File: src/rtl/xmon_pkg.sv
// Shared types for the X-propagation monitor: event record and the X/Z test.
// Event record widths follow the package defaults for lane count and timestamp width.
package xmon_pkg;

    localparam int XMON_N_LANES = 4;
    localparam int XMON_CYC_W   = 16;
    localparam int XMON_LANE_W  = (XMON_N_LANES > 1) ? $clog2(XMON_N_LANES) : 1;

    typedef struct packed {
        logic [XMON_LANE_W-1:0] lane;
        logic [XMON_CYC_W-1:0]  cycle;
    } xmon_evt_t;

    function automatic logic xmon_is_x(input logic b);
        return (b !== 1'b0) && (b !== 1'b1);
    endfunction

endpackage

File: src/rtl/xmon_evt_fifo.sv
// Small FIFO of violation events with async active-low reset.
// Pointers carry one extra wrap bit so that full and empty can be told apart.
module xmon_evt_fifo #(
    parameter int  DEPTH   = 4,
    parameter type entry_t = logic
) (
    input  logic   clk,
    input  logic   rst_n,
    input  logic   push,
    input  entry_t push_data,
    input  logic   pop,
    output entry_t pop_data,
    output logic   full,
    output logic   empty
);

    localparam int PTR_W = $clog2(DEPTH);

    logic [PTR_W:0] wr_ptr;
    logic [PTR_W:0] rd_ptr;
    entry_t         mem [DEPTH];
    logic           do_push;
    logic           do_pop;

    assign empty    = (wr_ptr == rd_ptr);
    assign full     = (wr_ptr[PTR_W] != rd_ptr[PTR_W]) &&
                      (wr_ptr[PTR_W-1:0] == rd_ptr[PTR_W-1:0]);
    assign do_pop   = pop && !empty;
    assign do_push  = push && (!full || do_pop);
    assign pop_data = mem[rd_ptr[PTR_W-1:0]];

    always_ff @(posedge clk or negedge rst_n) begin
        if (!rst_n) begin
            wr_ptr <= '0;
            rd_ptr <= '0;
        end else begin
            if (do_push) wr_ptr <= wr_ptr + (PTR_W+1)'(1);
            if (do_pop)  rd_ptr <= rd_ptr + (PTR_W+1)'(1);
        end
    end

    // Storage needs no reset: the read side is masked by empty in the top.
    always_ff @(posedge clk) begin
        if (do_push) mem[wr_ptr[PTR_W-1:0]] <= push_data;
    end

endmodule

File: src/rtl/xprop_monitor.sv
// Per-lane X/Z detector with resolved lane forwarding, saturating counters and an event queue.
// XMON_HOLD_LAST_EN: when defined, an X lane holds its last known value instead of forcing 0.
module xprop_monitor
    import xmon_pkg::*;
#(
    parameter int N_LANES = XMON_N_LANES,
    parameter int CNT_W   = 8,
    parameter int CYC_W   = XMON_CYC_W,
    parameter int DEPTH   = 4,
    localparam int LANE_W = (N_LANES > 1) ? $clog2(N_LANES) : 1
) (
    input  logic               clk,
    input  logic               rst_n,
    input  logic [N_LANES-1:0] lane_in,
    output logic [N_LANES-1:0] lane_out,
    output logic [N_LANES-1:0] err_sticky,
    input  logic               cnt_clr,
    input  logic [LANE_W-1:0]  cnt_sel,
    output logic [CNT_W-1:0]   cnt_val,
    output logic               evt_valid,
    input  logic               evt_ready,
    output logic [LANE_W-1:0]  evt_lane,
    output logic [CYC_W-1:0]   evt_cycle,
    output logic               evt_overflow
);

    localparam logic [CNT_W-1:0] CNT_MAX = '1;

    logic [N_LANES-1:0] x_det;
    logic               ready_k;
    logic               clr_k;
    logic [LANE_W-1:0]  sel_k;

    logic [CYC_W-1:0]   cyc;
    logic [CNT_W-1:0]   cnt   [N_LANES];
    logic [CYC_W-1:0]   stamp [N_LANES];
    logic [N_LANES-1:0] pending;
    logic [N_LANES-1:0] pend_base;

    logic               pick_valid;
    logic [LANE_W-1:0]  pick_lane;
    logic               push;
    logic               pop;
    logic               coalesce;
    xmon_evt_t          push_data;
    xmon_evt_t          head;
    logic               fifo_full;
    logic               fifo_empty;

    // Unknown control inputs are read as 0 so they can never trigger a pop or clear.
    always_comb begin
        ready_k = xmon_is_x(evt_ready) ? 1'b0 : evt_ready;
        clr_k   = xmon_is_x(cnt_clr) ? 1'b0 : cnt_clr;
        sel_k   = '0;
        for (int b = 0; b < LANE_W; b++) begin
            sel_k[b] = xmon_is_x(cnt_sel[b]) ? 1'b0 : cnt_sel[b];
        end
        x_det = '0;
        for (int i = 0; i < N_LANES; i++) begin
            x_det[i] = xmon_is_x(lane_in[i]);
        end
    end

    always_comb begin
        pick_valid = 1'b0;
        pick_lane  = '0;
        for (int i = N_LANES-1; i >= 0; i--) begin
            if (pending[i]) begin
                pick_valid = 1'b1;
                pick_lane  = LANE_W'(i);
            end
        end
    end

    assign pop  = evt_valid && ready_k;
    assign push = pick_valid && (!fifo_full || pop);

    // A lane drained by this edge's push may re-pend on a fresh X without coalescing.
    always_comb begin
        pend_base = pending;
        if (push) pend_base[pick_lane] = 1'b0;
        coalesce  = |(x_det & pend_base);
        push_data = '{lane: pick_lane, cycle: stamp[pick_lane]};
    end

    always_ff @(posedge clk or negedge rst_n) begin
        if (!rst_n) begin
            cyc          <= '0;
            pending      <= '0;
            evt_overflow <= 1'b0;
            for (int i = 0; i < N_LANES; i++) stamp[i] <= '0;
        end else begin
            cyc          <= cyc + CYC_W'(1);
            pending      <= pend_base | x_det;
            evt_overflow <= clr_k ? 1'b0 : (evt_overflow | coalesce);
            for (int i = 0; i < N_LANES; i++) begin
                if (x_det[i] && !pend_base[i]) stamp[i] <= cyc;
            end
        end
    end

    always_ff @(posedge clk or negedge rst_n) begin
        if (!rst_n) begin
            err_sticky <= '0;
            for (int i = 0; i < N_LANES; i++) cnt[i] <= '0;
        end else begin
            err_sticky <= clr_k ? x_det : (err_sticky | x_det);
            for (int i = 0; i < N_LANES; i++) begin
                if (clr_k) begin
                    cnt[i] <= CNT_W'(x_det[i]);
                end else if (x_det[i] && cnt[i] != CNT_MAX) begin
                    cnt[i] <= cnt[i] + CNT_W'(1);
                end
            end
        end
    end

    always_ff @(posedge clk or negedge rst_n) begin
        if (!rst_n) begin
            lane_out <= '0;
        end else begin
            for (int i = 0; i < N_LANES; i++) begin
                if (!x_det[i]) begin
                    lane_out[i] <= lane_in[i];
                end else begin
`ifdef XMON_HOLD_LAST_EN
                    lane_out[i] <= lane_out[i];
`else
                    lane_out[i] <= 1'b0;
`endif
                end
            end
        end
    end

    xmon_evt_fifo #(
        .DEPTH   (DEPTH),
        .entry_t (xmon_evt_t)
    ) u_fifo (
        .clk       (clk),
        .rst_n     (rst_n),
        .push      (push),
        .push_data (push_data),
        .pop       (pop),
        .pop_data  (head),
        .full      (fifo_full),
        .empty     (fifo_empty)
    );

    assign evt_valid = !fifo_empty;
    assign evt_lane  = fifo_empty ? '0 : head.lane;
    assign evt_cycle = fifo_empty ? '0 : head.cycle;

    always_comb begin
        cnt_val = '0;
        if (int'(sel_k) < N_LANES) cnt_val = cnt[sel_k];
    end

endmodule

File: config.mk
export PLATFORM = sky130hd
export DESIGN_NAME = xprop_monitor
export DESIGN_NICKNAME = d
export VERILOG_FILES = /design/src/rtl/xmon_pkg.sv /design/src/rtl/xmon_evt_fifo.sv /design/src/rtl/xprop_monitor.sv
export SDC_FILE = /design/constraint.sdc
export NUM_CORES = 1
export LEC_CHECK = 0
export BUFFER_PORTS_ARGS = -buffer_cell sky130_fd_sc_hd__buf_2
export CAP_MARGIN = 20
export CORE_MARGIN = 2
export CORE_UTILIZATION = 42
export CTS_BUF_LIST = sky130_fd_sc_hd__clkbuf_8
export DETAILED_ROUTE_END_ITERATION = 16
export PLACE_DENSITY = 0.61
export SLEW_MARGIN = 20
export SYNTH_ARGS = -nofsm -noshare
export SYNTH_HDL_FRONTEND = slang
export SYNTH_HIERARCHICAL = 1
export SYNTH_SLANG_ARGS = --single-unit
File: constraint.sdc
create_clock -name clk -period 3.6 [get_ports clk]
set_input_delay 0.18 -clock clk [delete_from_list [all_inputs] [get_ports clk]]
set_output_delay 0.18 -clock clk [all_outputs]
set_load 0.005 [all_outputs]
==> metrics.yaml <==
status: "finished clean"
critPathRequiredTime_ns: 3.64
critical_path.slowest_cell: "inv_1"
finish.utilization_pct: 53.4
tns_ns: 0
max_freq_mhz: 341
finalSetupViolations: 0
rsz0062_at_grt: "false"
grt_use_total_pct: 14.4
min_path_type: "input port to flop"
tightest_slew_ns: 0.786
path_clk_slew_ns: 0.07
period_share_pct: 81.4
synth_seq_cells: 118
ant_nets: 0
h-tree-depth: 4
cts-resized-gates: 0
antenna-diode-count: 0
drive_above_1_share_pct: 27.2
p_leak_nw: 2.47
clkSinkCount: 118
synth_edf_count: 72
grt_max_degree: 47
ys_warn_count: 6
wl_met2_um: 3790
cts_root_buf: "clkbuf_8"
dp_cells: 504
cts_setup_buffers: 0
end_kind: "flop"
drt-total-wl_um: 7510
final_area_um2: 5810
synth_area_leaders: "edfxtp_1 46%, dfrtp_1 25%, mux4_2 12%"
ys_types: 31
worstPathCellList: "xor2_1 -> nor3_2 -> nor2b_2 -> nor2b_1 -> a21oi_1 -> buf_4 -> and2_1 -> o41ai_1 -> inv_1"
synthCells: 265
drc: 0
synth_area_per_cell_um2: 17.7
clock_latency_ns: 0.42
synth.top_cell.area_share_pct: 46.0
vdd_drop_max_mv: 0.250
io_buffers: 40
hold_violations: 0
fin_worst_skew_ns: 0.00669
yosysMostFrequentCell: "edfxtp_1"
rows: 38
grt_pass1_vias: 2463
synth_flop_cell: "edfxtp_1"
critPathLaunch: "u_fifo/wr_ptr[2]"
wl_met3_um: 340
crit_arrival_ns: 2.97
antenna_found_initial: 0
cts_tree: "yes"
post-place-ws_ns: 0.703
netlist_area_um2: 4700
cts_hold_buf: 5
cap_violations: 0
final_nets: 403
wl_per_cell_um: 13.9
overflow: 0
fin_crit_ns: 2.93
p_per_area_nw_per_um2: 619
synth.largest_area_cell: "edfxtp_1"
dr_total_vias: 2423
cts_made_buffers: 17
cp-start-kind: "flop"
reg2reg_from: "u_fifo/wr_ptr[2]"
top_layer_used: "met4"
slew_violations: 0
coreArea_um2: 10900
min-delay-start: "cnt_clr"
area_growth_syn_to_layout_pct: 23.8
slew_headroom_pct: 47.6
grt_pass1_wl_um: 12500
synth-seq-area-share_pct: 70.6
setup_slack_ns: 0.668
die_w_um: 110
worst_path_largest_cell_delay_ns: 0.61
die_area_um2: 12000
ios: 46
placed_area_um2: 5290
dp.final_hpwl_um: 4580
final_cells: 541
drt_iter0_drc: 68
nFillCells: 896
start_util_pct: 43.1
drt-met1-wl_um: 3300
critPathMaxFanout: 18
place_congestion: 0.732
die_h_um: 110
async_flop_share_pct: 39.0
cts_buffer_depth: 2
viasPerCell: 4.48
dr.pass1.iters: 4
critPathKind: "flop to flop"
synth_common_cells: "72 x edfxtp_1, 51 x nor2b_1, 46 x dfrtp_1, 26 x mux4_2, 6 x buf_2"
==> cell families (layout without fill, tap and decap cells) <==
logic type	after synthesis	after routing	synth area share, %
DFF	118	118	70.6
and+or+nand+nor	71	71	9.03
muxes	28	28	12.9
buffers and inverters	23	91	2.72
AOI/OAI and AO/OA	14	14	2.40
adders and majority gates	5	5	1.33
xor gates and xnor gates	5	5	0.933
other	1	69	0.0799
==> layout make-up <==
| class | instances | area (um2) | share of cell area, % |
|---|---|---|---|
| Clock buffer | 24 | 330 | 5.68 |
| Tap cell | 140 | 175 | 3.01 |
| Inverter | 5 | 18.8 | 0.323 |
| Clock inverter | 8 | 141 | 2.43 |
| Sequential cell | 118 | 3310 | 57.0 |
| Timing Repair Buffer | 54 | 320 | 5.51 |
| Multi-Input combinational cell | 192 | 1520 | 26.1 |
==> cell usage in the layout (no fill, tap or decap), types with 3 or more instances in the layout <==
cell,synthesis,layout
nor2b_1,51,51
xor2_1,3,3
clkbuf_8,0,24
buf_4,5,10
mux4_2,26,26
nor2_1,5,5
edfxtp_1,72,72
dfrtp_1,46,46
buf_2,6,39
and3_1,3,3
inv_1,5,7
nor3_1,4,3
nand2_1,3,3
conb_1,1,69
bufinv_16,0,4
dlygate4sd3_1,0,5
ha_1,5,5
==> routing by layer <==
layer  vias up  GRT usage, %
li1       1159             -
met2        52          22.8
met3         8          6.05
met5         -             0
met4         0          4.88
met1      1204          18.0
==> critical path: cells and delay by family, from the launching register on <==
kind	cells	cell delay [ns]
buffers and inverters	2	0.78
AO/OA/AOI/OAI	2	0.25
AND/OR/NAND/NOR	4	0.74
XOR/XNOR	1	0.35
flip-flops	1	0.44
==> sequential cells by signal (all words and copies together) (netlist names) <==
signal         flops
lane_out           4
u_fifo/wr_ptr      3
u_fifo/mem        72
cnt               32
pending            4
u_fifo/rd_ptr      3
==> power by group <==
group | internal (W) | switching [W]
Sequential | 0.00146 | 0.0000162
Clock | 0.000883 | 0.000497
Combinational | 0.000379 | 0.000364
==> per-stage QoR <==
stage | power (W) | hold WS, ns
2_1_floorplan | 0.00202 | -0.116
3_3_place_gp | 0.00225 | 0.289
3_5_place_dp | 0.00226 | 0.291
4_1_cts | 0.00366 | 0.227
5_1_grt | 0.00379 | 0.246
6_report | 0.00360 | 0.246
==> final timing paths <==
path,end,slack (ns),cells past startpoint
setup / recovery,u_fifo/mem[3][7],0.67,9
hold / removal,cnt[8],0.25,2
setup reg to reg,u_fifo/mem[3][7],0.67,9
hold reg to reg,cnt[20],0.50,1
max in group asynchronous,cnt[25],2.91,2
min in group asynchronous,cnt[19],0.30,2
No activity file was read; power rests on OpenSTA's default activity.
